### src/rtl/eforth_pkg.sv
// rtl/eforth_pkg.sv - shared widths, stack op encoding and op classification helpers
package eforth_pkg;

    localparam int DSZ     = 32;
    localparam int S_DEPTH = 64;

    typedef enum logic [2:0] {
        OP_NOP  = 3'd0,
        OP_PUSH = 3'd1,
        OP_DROP = 3'd2,
        OP_DUP  = 3'd3,
        OP_SWAP = 3'd4,
        OP_OVER = 3'd5,
        OP_ROT  = 3'd6,
        OP_LOAD = 3'd7
    } stk_op_t;

    typedef enum logic {
        ST_IDLE = 1'b0,
        ST_ROT2 = 1'b1
    } dstk_state_t;

    // Minimum number of items an op needs on the stack before it may run.
    function automatic logic [1:0] min_depth(stk_op_t o);
        case (o)
            OP_DROP, OP_DUP, OP_LOAD: return 2'd1;
            OP_SWAP, OP_OVER:         return 2'd2;
            OP_ROT:                   return 2'd3;
            default:                  return 2'd0;
        endcase
    endfunction

    // Ops that add one item to the stack.
    function automatic logic grows(stk_op_t o);
        return (o == OP_PUSH) || (o == OP_DUP) || (o == OP_OVER);
    endfunction

endpackage

### src/rtl/dstack_ctrl.sv
// rtl/dstack_ctrl.sv - Forth data-stack controller caching TOS/NOS in front of stack3
//
// Ports:
//   clk, rst            clock; asynchronous active-low reset
//   op_valid/op_ready   op handshake; op is a stk_op_t code, din the PUSH/LOAD operand
//   tos, nos, depth     registered top two cells and total item count (cached + spilled)
//   err_ovf, err_unf    one-cycle pulses for an op rejected on full / too-few items
//   s_push, s_pop, s_vi stack3 control and write data (combinational)
//   s_vo                stack3 top of memory, combinational from the memory
module dstack_ctrl #(
    parameter int DSZ   = eforth_pkg::DSZ,
    parameter int DEPTH = eforth_pkg::S_DEPTH,
    parameter int CSZ   = $clog2(DEPTH + 3)
) (
    input  logic           clk,
    input  logic           rst,
    input  logic           op_valid,
    output logic           op_ready,
    input  logic [2:0]     op,
    input  logic [DSZ-1:0] din,
    output logic [DSZ-1:0] tos,
    output logic [DSZ-1:0] nos,
    output logic [CSZ-1:0] depth,
    output logic           err_ovf,
    output logic           err_unf,
    output logic           s_push,
    output logic           s_pop,
    output logic [DSZ-1:0] s_vi,
    input  logic [DSZ-1:0] s_vo
);
    import eforth_pkg::*;

    // Two cached cells plus a full memory.
    localparam logic [CSZ-1:0] MAX_DEPTH = CSZ'(DEPTH + 2);
    localparam logic [CSZ-1:0] ONE       = CSZ'(1);
    localparam logic [CSZ-1:0] TWO       = CSZ'(2);

    dstk_state_t    state, state_nx;
    stk_op_t        op_e;
    logic           accept;
    logic           too_few, too_full;
    logic [DSZ-1:0] push_val;
    logic [DSZ-1:0] tos_nx, nos_nx;
    logic [DSZ-1:0] tmp2, tmp2_nx;   // holds old nos (b) across the ROT write-back cycle
    logic [CSZ-1:0] depth_nx;
    logic           ovf_nx, unf_nx;

    assign op_e     = stk_op_t'(op);
    assign op_ready = (state == ST_IDLE);
    assign accept   = op_valid & op_ready;

    assign too_few  = depth < {{(CSZ-2){1'b0}}, min_depth(op_e)};
    assign too_full = grows(op_e) && (depth == MAX_DEPTH);

    always_comb begin
        case (op_e)
            OP_DUP:  push_val = tos;
            OP_OVER: push_val = nos;
            default: push_val = din;
        endcase
    end

    always_comb begin
        state_nx = state;
        tos_nx   = tos;
        nos_nx   = nos;
        tmp2_nx  = tmp2;
        depth_nx = depth;
        ovf_nx   = 1'b0;
        unf_nx   = 1'b0;
        s_push   = 1'b0;
        s_pop    = 1'b0;
        s_vi     = nos;

        case (state)
            ST_IDLE: begin
                if (accept) begin
                    if (too_few) begin
                        unf_nx = 1'b1;
                    end else if (too_full) begin
                        ovf_nx = 1'b1;
                    end else begin
                        case (op_e)
                            OP_PUSH, OP_DUP, OP_OVER: begin
                                // Old nos only needs a home in memory if it was a live cell.
                                s_push   = (depth >= TWO);
                                nos_nx   = tos;
                                tos_nx   = push_val;
                                depth_nx = depth + ONE;
                            end
                            OP_DROP: begin
                                tos_nx   = nos;
                                depth_nx = depth - ONE;
                                // Refill nos only when memory actually holds something.
                                if (depth > TWO) begin
                                    s_pop  = 1'b1;
                                    nos_nx = s_vo;
                                end
                            end
                            OP_SWAP: begin
                                tos_nx = nos;
                                nos_nx = tos;
                            end
                            OP_ROT: begin
                                // (a b c -- b c a): pull a out now, write b back next cycle.
                                s_pop    = 1'b1;
                                tos_nx   = s_vo;
                                nos_nx   = tos;
                                tmp2_nx  = nos;
                                state_nx = ST_ROT2;
                            end
                            OP_LOAD: begin
                                tos_nx = din;
                            end
                            default: begin
                            end
                        endcase
                    end
                end
            end
            ST_ROT2: begin
                s_push   = 1'b1;
                s_vi     = tmp2;
                state_nx = ST_IDLE;
            end
            default: begin
                state_nx = ST_IDLE;
            end
        endcase
    end

    always_ff @(posedge clk or negedge rst) begin
        if (!rst) begin
            state   <= ST_IDLE;
            tos     <= '0;
            nos     <= '0;
            tmp2    <= '0;
            depth   <= '0;
            err_ovf <= 1'b0;
            err_unf <= 1'b0;
        end else begin
            state   <= state_nx;
            tos     <= tos_nx;
            nos     <= nos_nx;
            tmp2    <= tmp2_nx;
            depth   <= depth_nx;
            err_ovf <= ovf_nx;
            err_unf <= unf_nx;
        end
    end

endmodule
### config.mk
export PLATFORM = sky130hd
export DESIGN_NAME = dstack_ctrl
export DESIGN_NICKNAME = d
export VERILOG_FILES = /design/src/rtl/eforth_pkg.sv /design/src/rtl/dstack_ctrl.sv
export SDC_FILE = /design/constraint.sdc
export NUM_CORES = 1
export LEC_CHECK = 0
export CAP_MARGIN = 10
export CORE_ASPECT_RATIO = 1.25
export CORE_MARGIN = 1.5
export CORE_UTILIZATION = 40
export DETAILED_ROUTE_END_ITERATION = 8
export GPL_TIMING_DRIVEN = 0
export MAX_ROUTING_LAYER = met4
export PLACE_DENSITY = 0.7
export SLEW_MARGIN = 0
export SYNTH_ARGS = -nofsm -noshare
export SYNTH_HDL_FRONTEND = slang
export SYNTH_SLANG_ARGS = --single-unit
### constraint.sdc
create_clock -name clk -period 9.7 [get_ports clk]
set_clock_uncertainty 0.1 [all_clocks]
set_input_delay 2.91 -clock clk [delete_from_list [all_inputs] [get_ports clk]]
set_output_delay 2.91 -clock clk [all_outputs]
set_load 0.01 [all_outputs]
==> results of run 1 <==
-- registers in the layout, indices dropped and copies added, names as in the netlist --
register  cells
err_ovf       1
tmp2         32
depth         7
err_unf       1
nos          32
tos          32
state         1
-- power breakdown --
part | internal (mW) | switching (mW)
logic | 0.615 | 0.457
clock network | 0.187 | 0.166
registers | 0.649 | 0.220
total | 1.45 | 0.843
-- kinds of logic (layout without fill, tap and decap cells) --
group,Yosys count,after routing,synth area share (%)
xor gates and xnor gates,4,4,0.602
muxes,96,96,17.9
adders and majority gates,7,7,1.63
DFF,106,106,45.6
AOI/OAI and AO/OA,220,220,23.2
buffers and inverters,57,248,4.40
and+or+nand+nor,93,93,6.77
-- worst max-delay path by stage --
stage                  to  slack [ps]
floorplan           s_pop        1980
finish              s_pop         780
global placement    s_pop         860
global route        s_pop         610
CTS                 s_pop         810
detailed placement  s_pop         830
-- synthesized netlist by cell type (2+ instances only) --
cell type,n,share of area (%)
o221ai_1,32,4.8
o22ai_1,32,3.4
nand2b_1,3,0.32
mux2i_1,32,5.5
buf_1,8,0.52
clkbuf_1,24,1.5
buf_4,8,1.0
xor2_1,2,0.30
o21a_1,3,0.39
mux2_2,64,12
ha_1,6,1.3
buf_2,7,0.60
nand2_1,77,5.0
clkbuf_2,3,0.26
xnor2_1,2,0.30
o21ai_0,131,11
inv_1,7,0.45
a311oi_1,2,0.30
nor2b_1,5,0.54
o31ai_1,3,0.39
dfrtp_1,106,46
o21ai_1,5,0.43
a21oi_1,4,0.34
nor3_1,3,0.26
-- layer usage --
metal | up-vias | part of all wire [%]
met1 | 2805 | 39
li1 | 2538 | -
met3 | 64 | 6.2
met2 | 281 | 50
met4 | 0 | 4.1
met5 | - | 0
-- metrics by stage --
stage / instance area, um2 / worst slack [ps] / hold WS [ps]
global placement: 7800 / 858 / 383
CTS: 8100 / 809 / 407
detailed placement: 7820 / 828 / 391
global route: 8100 / 612 / 419
floorplan: 5820 / 1980 / 375
finish: 8100 / 775 / 405
-- layout make-up --
cell class | count | area share [%]
clock buffers | 13 | 3.21
flip-flops and latches | 106 | 32.8
plain buffers | 50 | 2.84
repair buffers | 176 | 21.9
multi-input cells | 420 | 36.0
clock inverters | 2 | 0.155
inverters | 7 | 0.325
well taps | 178 | 2.75
==> flow_summary.toml, run 1 <==
[finish]
fin_cells = 952
drive_gt1_share_pct = 13.2
multi_input_area_um2 = 2910
fin_nets = 847
ff_latch_area_um2 = 2650
fin_util_pct = 56.7
final_cell_mix = "clkdlybuf4s50_1 (174), o21ai_0 (131), dfrtp_1 (106)"
layout_commonest_cell = "clkdlybuf4s50_1"
n_fill_cell = 1286
antenna_cells = 0
syn_to_final_growth_pct = 39.0

[floorplanning]
die_h_um = 138
die_area_um2 = 15300
ioPinCount = 178
rows = 49
start_util_pct = 40.8
core_um2 = 14300
chipWidth_um = 111

[detailed_routing]
wire_per_inst_um = 20.7
drt_wl_total_um = 19700
drt_iter0_markers = 417
vias = 5688
drc = 0
antenna_left = 0
via_per_inst = 5.97
drtPass1Iterations = 5

[clock_tree]
cts_resized = 0
holdBufCountCts = 0
cts_num_sinks = 106
cts_buffer_depth = 2
cts-root-buf = "clkbuf_16"
cts_tree = "built"
htreeDepth = 3
cts_buffers = 9
worstSkewPairLatency_ps = 360
postCtsSetupBuffers = 0
clk_pin_slew_worst_paths_ps = 70

[logic_synthesis]
ys_warn_count = 0
async_reset_ff_share_pct = 100
syn-num-nets = 660
ys.flop_type = "dfrtp_1"
avgSynthCellArea_um2 = 9.99
yosysSeqAreaShare_pct = 45.6
synth_cell_types = 38
ys_ff_latch = 106
synth_edf_count = 0
synthesis.instances = 583
syn_area_um2 = 5820

[timing]
timing.setup.tns_ps = 0
max_freq_mhz = 112
worstMarginPinSlew_ps = 869
finalSetupViolCount = 0
hold_viol_final = 0
maxSlewHeadroom_pct = 42.1
slew_viol_final = 0
fin_crit_ps = 8920
period_share_pct = 92.0
grt_setup_unrepaired = "false"

[setup_path]
crit_path_frequent_cell = "nand2_1"
cp.arrival_ps = 5910
critPathLaunchType = "input port"
cp.required_ps = 6690
crit_path_cell_trace = "clkdlybuf4s50_1 -> nand2_1 -> clkbuf_1 -> nand2_1 -> ha_1 -> a211o_1 -> a21o_1 -> nand2_1 -> a311oi_1 -> clkdlybuf4s50_1"
r2r_start = "depth[1]$_DFFE_PN0P_"
path_max_fanout = 10
critPathKind = "input port to output port"
critPathCaptureType = "output port"
path_buf_inv = 3
cp_top_family = "buffers and inverters"
rr_worst_depth = 6
r2r-end = "tos[0]$_DFFE_PN0P_"
crit_path_start = "op[0]"
reg2reg_setup_slack_ps = 7220
cpPeakStageDelay_ps = 600
crit_cells = 10
slowest_stage = "clkdlybuf4s50_1"

[power_and_ir_drop]
p_leak_nw = 3.34
ir_drop_mv = 0.154
power.total_mw = 2.29
p_per_area_nw_per_um2 = 283

[global_route]
grt_use_met3_pct = 3.98
grtUsageTotal_pct = 26.3
met1_usage_pct = 31.5
use_met2_pct = 43.5
antenna_found_initial = 0
grt-ovfl-total = 0
grt_busiest_layer = "met2"
grt_max_degree = 59
grt_pass1_vias = 5653
grt_pass1_wl_um = 30600

[worst_hold_path]
min_path_cells = 1
min_path_type = "flop to flop"
min_from = "tmp2[31]$_DFFE_PN0P_"
holdPathEnd = "tmp2[31]$_DFFE_PN0P_"

[run_status]
status = "finished clean"

[run]
cap_violations = 0

[placed_design]
portBuffers = 175
dpl.cell_count = 937
dpl.hpwl_um = 14200
routabilityCongestion = 0.879
Note: power is estimated with default switching activity, not from simulation.
==> run 2, diff against run 1 <==
--- a/config.mk
+++ b/config.mk
@@ -8,11 +8,11 @@
 export CAP_MARGIN = 10
 export CORE_ASPECT_RATIO = 1.25
 export CORE_MARGIN = 1.5
-export CORE_UTILIZATION = 40
+export CORE_UTILIZATION = 51
 export DETAILED_ROUTE_END_ITERATION = 8
 export GPL_TIMING_DRIVEN = 0
 export MAX_ROUTING_LAYER = met4
-export PLACE_DENSITY = 0.7
+export PLACE_DENSITY = 0.86
 export SLEW_MARGIN = 0
 export SYNTH_ARGS = -nofsm -noshare
 export SYNTH_HDL_FRONTEND = slang
==> flow_summary.toml, run 2 (synthesis results as in run 1) <==
[finish]
layout_commonest_cell = "clkdlybuf4s50_1"
final_cell_mix = "clkdlybuf4s50_1 (174), o21ai_0 (131), dfrtp_1 (106)"
fin_cells = 910
largestRegisters = "nos x32, tmp2 x32, tos x32"
n_fill_cell = 791
syn_to_final_growth_pct = 39.3
fin_nets = 847
drive_gt1_share_pct = 13.4

[timing]
hold_viol_final = 0
grt_setup_unrepaired = "false"
finalSetupViolCount = 0
worstMarginPinSlew_ps = 871
fin_crit_ps = 8990
timing.setup.tns_ps = 0
timing.final.ws_setup_ps = 708
maxSlewHeadroom_pct = 42.0
max_freq_mhz = 111
slew_viol_final = 0
period_share_pct = 92.7

[global_route]
met1_usage_pct = 39.4
grt-ovfl-total = 0
grt_pass1_wl_um = 31500
use_met2_pct = 57.1
antenna_found_initial = 1
grt_max_degree = 62
grtUsageTotal_pct = 34.5
grt_pass1_vias = 6140
grt_use_met3_pct = 6.04
grt_busiest_layer = "met2"

[detailed_routing]
drc = 9
drt_wl_total_um = 20000
vias = 5993
drtPass1Iterations = 8
drt_iter0_markers = 757
antenna_left = 0
via_per_inst = 6.59
wire_per_inst_um = 22.0

[clock_tree]
htreeDepth = 3
holdBufCountCts = 0
cts-root-buf = "clkbuf_16"
cts_buffers = 9
cts_resized = 0
worstSkewPairLatency_ps = 350
cts_buffer_depth = 2
postCtsSetupBuffers = 0
cts_tree = "built"
clk_pin_slew_worst_paths_ps = 70
cts_num_sinks = 106

[setup_path]
crit_end = "s_pop"
reg2reg_setup_slack_ps = 7190
r2r-end = "tmp2[18]$_DFFE_PN0P_"
critPathCaptureType = "output port"
critPathKind = "input port to output port"
cp.arrival_ps = 5980
r2r_start = "depth[1]$_DFFE_PN0P_"
cp.required_ps = 6690
rr_worst_depth = 5
path_max_fanout = 10
critPathLaunchType = "input port"
crit_path_start = "op[0]"

[power_and_ir_drop]
clockPowerShare_pct = 17.7
ir_drop_mv = 0.174
p_leak_nw = 3.37
p_per_area_nw_per_um2 = 294
switching_power_uw = 862
pwr-share-comb_pct = 45.1
internal_power_mw = 1.52
power_switching_share_pct = 36.2
pwr-share-seq_pct = 37.2
power.total_mw = 2.38

[floorplanning]
core_um2 = 11100
rows = 43
start_util_pct = 52.3
chipWidth_um = 98.6
die_h_um = 122
ioPinCount = 178
die_area_um2 = 12100

[run_status]
status = "finished with violations"
violations = "design-rule violations"

[placed_design]
place_ws_ps = 827
dpl.cell_count = 894
routabilityCongestion = 0.902
dpl.hpwl_um = 14400
portBuffers = 175

[run]
cap_violations = 0

[worst_hold_path]
min_path_type = "flop to flop"
==> run 2: cell types whose count changed in the layout (fill, tap and decap cells not counted) <==
cell / before / now
bufinv_16: 0 / 3
clkbuf_1: 26 / 24
clkbuf_8: 2 / 1
diode_2: 0 / 1
==> run 2: cell type report <==
type | instances | area [um2] | share of cell area, %
plain buffers | 50 | 230 | 2.84
clock inverters | 5 | 103 | 1.26
clock buffers | 10 | 239 | 2.95
repair buffers | 176 | 1780 | 21.9
flip-flops and latches | 106 | 2650 | 32.7
well taps | 135 | 169 | 2.08
multi-input cells | 420 | 2910 | 35.9
diodes | 1 | 2.50 | 0.0308
inverters | 7 | 26.3 | 0.324
==> run 2: worst min-delay path by stage <==
stage	start	endpoint	slack, ps	cells past startpoint
finish	tmp2[27]$_DFFE_PN0P_	tmp2[27]$_DFFE_PN0P_	410	1
global route	tmp2[20]$_DFFE_PN0P_	tmp2[20]$_DFFE_PN0P_	420	1
global placement	tmp2[3]$_DFFE_PN0P_	tmp2[3]$_DFFE_PN0P_	380	1
detailed placement	tmp2[20]$_DFFE_PN0P_	tmp2[20]$_DFFE_PN0P_	390	1
CTS	tmp2[20]$_DFFE_PN0P_	tmp2[20]$_DFFE_PN0P_	410	1
floorplan	tmp2[10]$_DFFE_PN0P_	tmp2[10]$_DFFE_PN0P_	370	1
==> run 2: power groups by stage <==
| stage | clock (mW) | sequential, mW | combinational, mW |
|---|---|---|---|
| finish | 0.422 | 0.886 | 1.08 |
| global placement | 0 | 0.861 | 1.03 |
| floorplan | 0 | 0.879 | 0.442 |
| detailed placement | 0 | 0.881 | 1.07 |
| CTS | 0.421 | 0.877 | 1.08 |
| global route | 0.439 | 0.912 | 1.16 |
==> run 2: critical path, cell delays in order <==
cell             delay (ps)
clkdlybuf4s50_1         550
nand2_1                 260
clkbuf_1                420
nand2_1                 120
ha_1                    310
a211o_1                 130
a21o_1                  230
nand2_1                 110
a311oi_1                330
clkdlybuf4s50_1         620
==> run 2: layer usage <==
metal / part of all wire [%] / wire length (um) / vias to the layer above
met4: 5.2 / 1050 / 0
li1: - / - / 2547
met2: 51 / 10100 / 455
met1: 35 / 7090 / 2898
met5: 0 / 0 / -
met3: 8.7 / 1740 / 93
==> run 2: per-stage QoR <==
stage          instance area (um2)  utilization (%)  hold slack [ps]
2_1_floorplan                 5820                -              375
3_3_place_gp                  7740             69.5              384
4_1_cts                       8110             72.8              408
6_report                      8110             72.8              406
3_5_place_dp                  7770             69.8              392
5_1_grt                       8110             72.8              420
==> run 3, diff against run 2 <==
--- a/config.mk
+++ b/config.mk
@@ -12,7 +12,7 @@
 export DETAILED_ROUTE_END_ITERATION = 8
 export GPL_TIMING_DRIVEN = 0
 export MAX_ROUTING_LAYER = met4
-export PLACE_DENSITY = 0.86
+export PLACE_DENSITY = 0.83
 export SLEW_MARGIN = 0
 export SYNTH_ARGS = -nofsm -noshare
 export SYNTH_HDL_FRONTEND = slang
==> flow_summary.toml, run 3 (synthesis results as in run 1) <==
[run_status]
status = "finished with violations"
violations = "design-rule violations"

[setup_path]
path_max_fanout = 10
cp.arrival_ps = 5920
critPathLaunchType = "input port"
critPathCaptureType = "output port"
critPathKind = "input port to output port"
cp.required_ps = 6690

[clock_tree]
cts_buffers = 9
cts_num_sinks = 106
htreeDepth = 3
cts-root-buf = "clkbuf_16"
cts_resized = 0
holdBufCountCts = 0
cts_tree = "built"
clk_pin_slew_worst_paths_ps = 70
worstSkewPairLatency_ps = 360
cts_buffer_depth = 2
postCtsSetupBuffers = 0

[placed_design]
routabilityCongestion = 0.875
dpl.hpwl_um = 13900
portBuffers = 175

[finish]
final_cell_mix = "clkdlybuf4s50_1 (174), o21ai_0 (131), dfrtp_1 (106)"
antenna_cells = 0
largestRegisters = "nos x32, tmp2 x32, tos x32"
layout_commonest_cell = "clkdlybuf4s50_1"
drive_gt1_share_pct = 13.4
syn_to_final_growth_pct = 38.9
fin_nets = 847

[power_and_ir_drop]
ir_drop_mv = 0.196
p_per_area_nw_per_um2 = 290
p_leak_nw = 3.36
power.total_mw = 2.35

[detailed_routing]
drtPass1Iterations = 9
drt_wl_total_um = 19400
drt_iter0_markers = 526
vias = 5851
antenna_left = 0
wire_per_inst_um = 21.3
drc = 10
via_per_inst = 6.43

[floorplanning]
rows = 43
die_area_um2 = 12100
start_util_pct = 52.3
ioPinCount = 178
chipWidth_um = 98.6
core_um2 = 11100
die_h_um = 122

[global_route]
grtUsageTotal_pct = 33.4
grt_pass1_wl_um = 30500
grt_pass1_vias = 5867
antenna_found_initial = 0
grt-ovfl-total = 0
grt_max_degree = 67

[timing]
slew_viol_final = 0
grt_setup_unrepaired = "false"
finalSetupViolCount = 0
timing.setup.tns_ps = 0
period_share_pct = 92.1
hold_viol_final = 0
max_freq_mhz = 112
worst_hold_slack_ps = 404
fin_crit_ps = 8930
worstMarginPinSlew_ps = 887
maxSlewHeadroom_pct = 40.8

[run]
cap_violations = 0

[worst_hold_path]
min_path_type = "flop to flop"
==> run 3: worst max-delay path, stage by stage <==
cell,delay [ps]
clkdlybuf4s50_1,550
nand2_1,250
clkbuf_1,380
nand2_1,120
ha_1,320
a211o_1,120
a21o_1,220
nand2_1,110
a311oi_1,340
clkdlybuf4s50_1,600
==> run 3: report_power, final <==
group	internal [mW]	switching, mW	leakage (nW)
Clock	0.233	0.164	0.156
Combinational	0.615	0.464	1.87
Sequential	0.649	0.224	1.34
==> run 3: path summary, 6_finish.rpt <==
check	startpoint	to	cells after the start	slack, ps
min	tmp2[1]$_DFFE_PN0P_	tmp2[1]$_DFFE_PN0P_	1	400
min in group asynchronous	rst	tmp2[22]$_DFFE_PN0P_	1	2430
max	op[0]	s_pop	10	770
max reg2reg	depth[1]$_DFFE_PN0P_	tmp2[17]$_DFFE_PN0P_	5	7200
min reg2reg	tmp2[1]$_DFFE_PN0P_	tmp2[1]$_DFFE_PN0P_	1	400
max in group asynchronous	rst	tos[10]$_DFFE_PN0P_	2	6350
==> run 3: layout make-up <==
class,instances,area (um2)
fillers,816,3050
multi-input cells,420,2910
flip-flops and latches,106,2650
repair buffers,176,1780
clock buffers,11,243
plain buffers,50,230
well taps,135,169
clock inverters,5,77.6
inverters,7,26.3
==> run 3: through the flow <==
step / setup WS, ps / util, % / instances / instance area (um2)
floorplan: 1980 / - / 583 / 5820
global placement: 924 / 69.5 / 893 / 7740
detailed placement: 862 / 69.8 / 894 / 7770
CTS: 826 / 72.6 / 910 / 8090
global route: 576 / 72.6 / 910 / 8090
finish: 769 / 72.6 / 910 / 8090
==> run 3: layer usage <==
| metal | vias up | wire length, um | GRT usage (%) |
|---|---|---|---|
| li1 | 2551 | - | - |
| met5 | - | 0 | - |
| met4 | 0 | 998 | 21.0 |
| met3 | 83 | 1240 | 3.59 |
| met2 | 360 | 9860 | 54.7 |
| met1 | 2857 | 7290 | 39.8 |
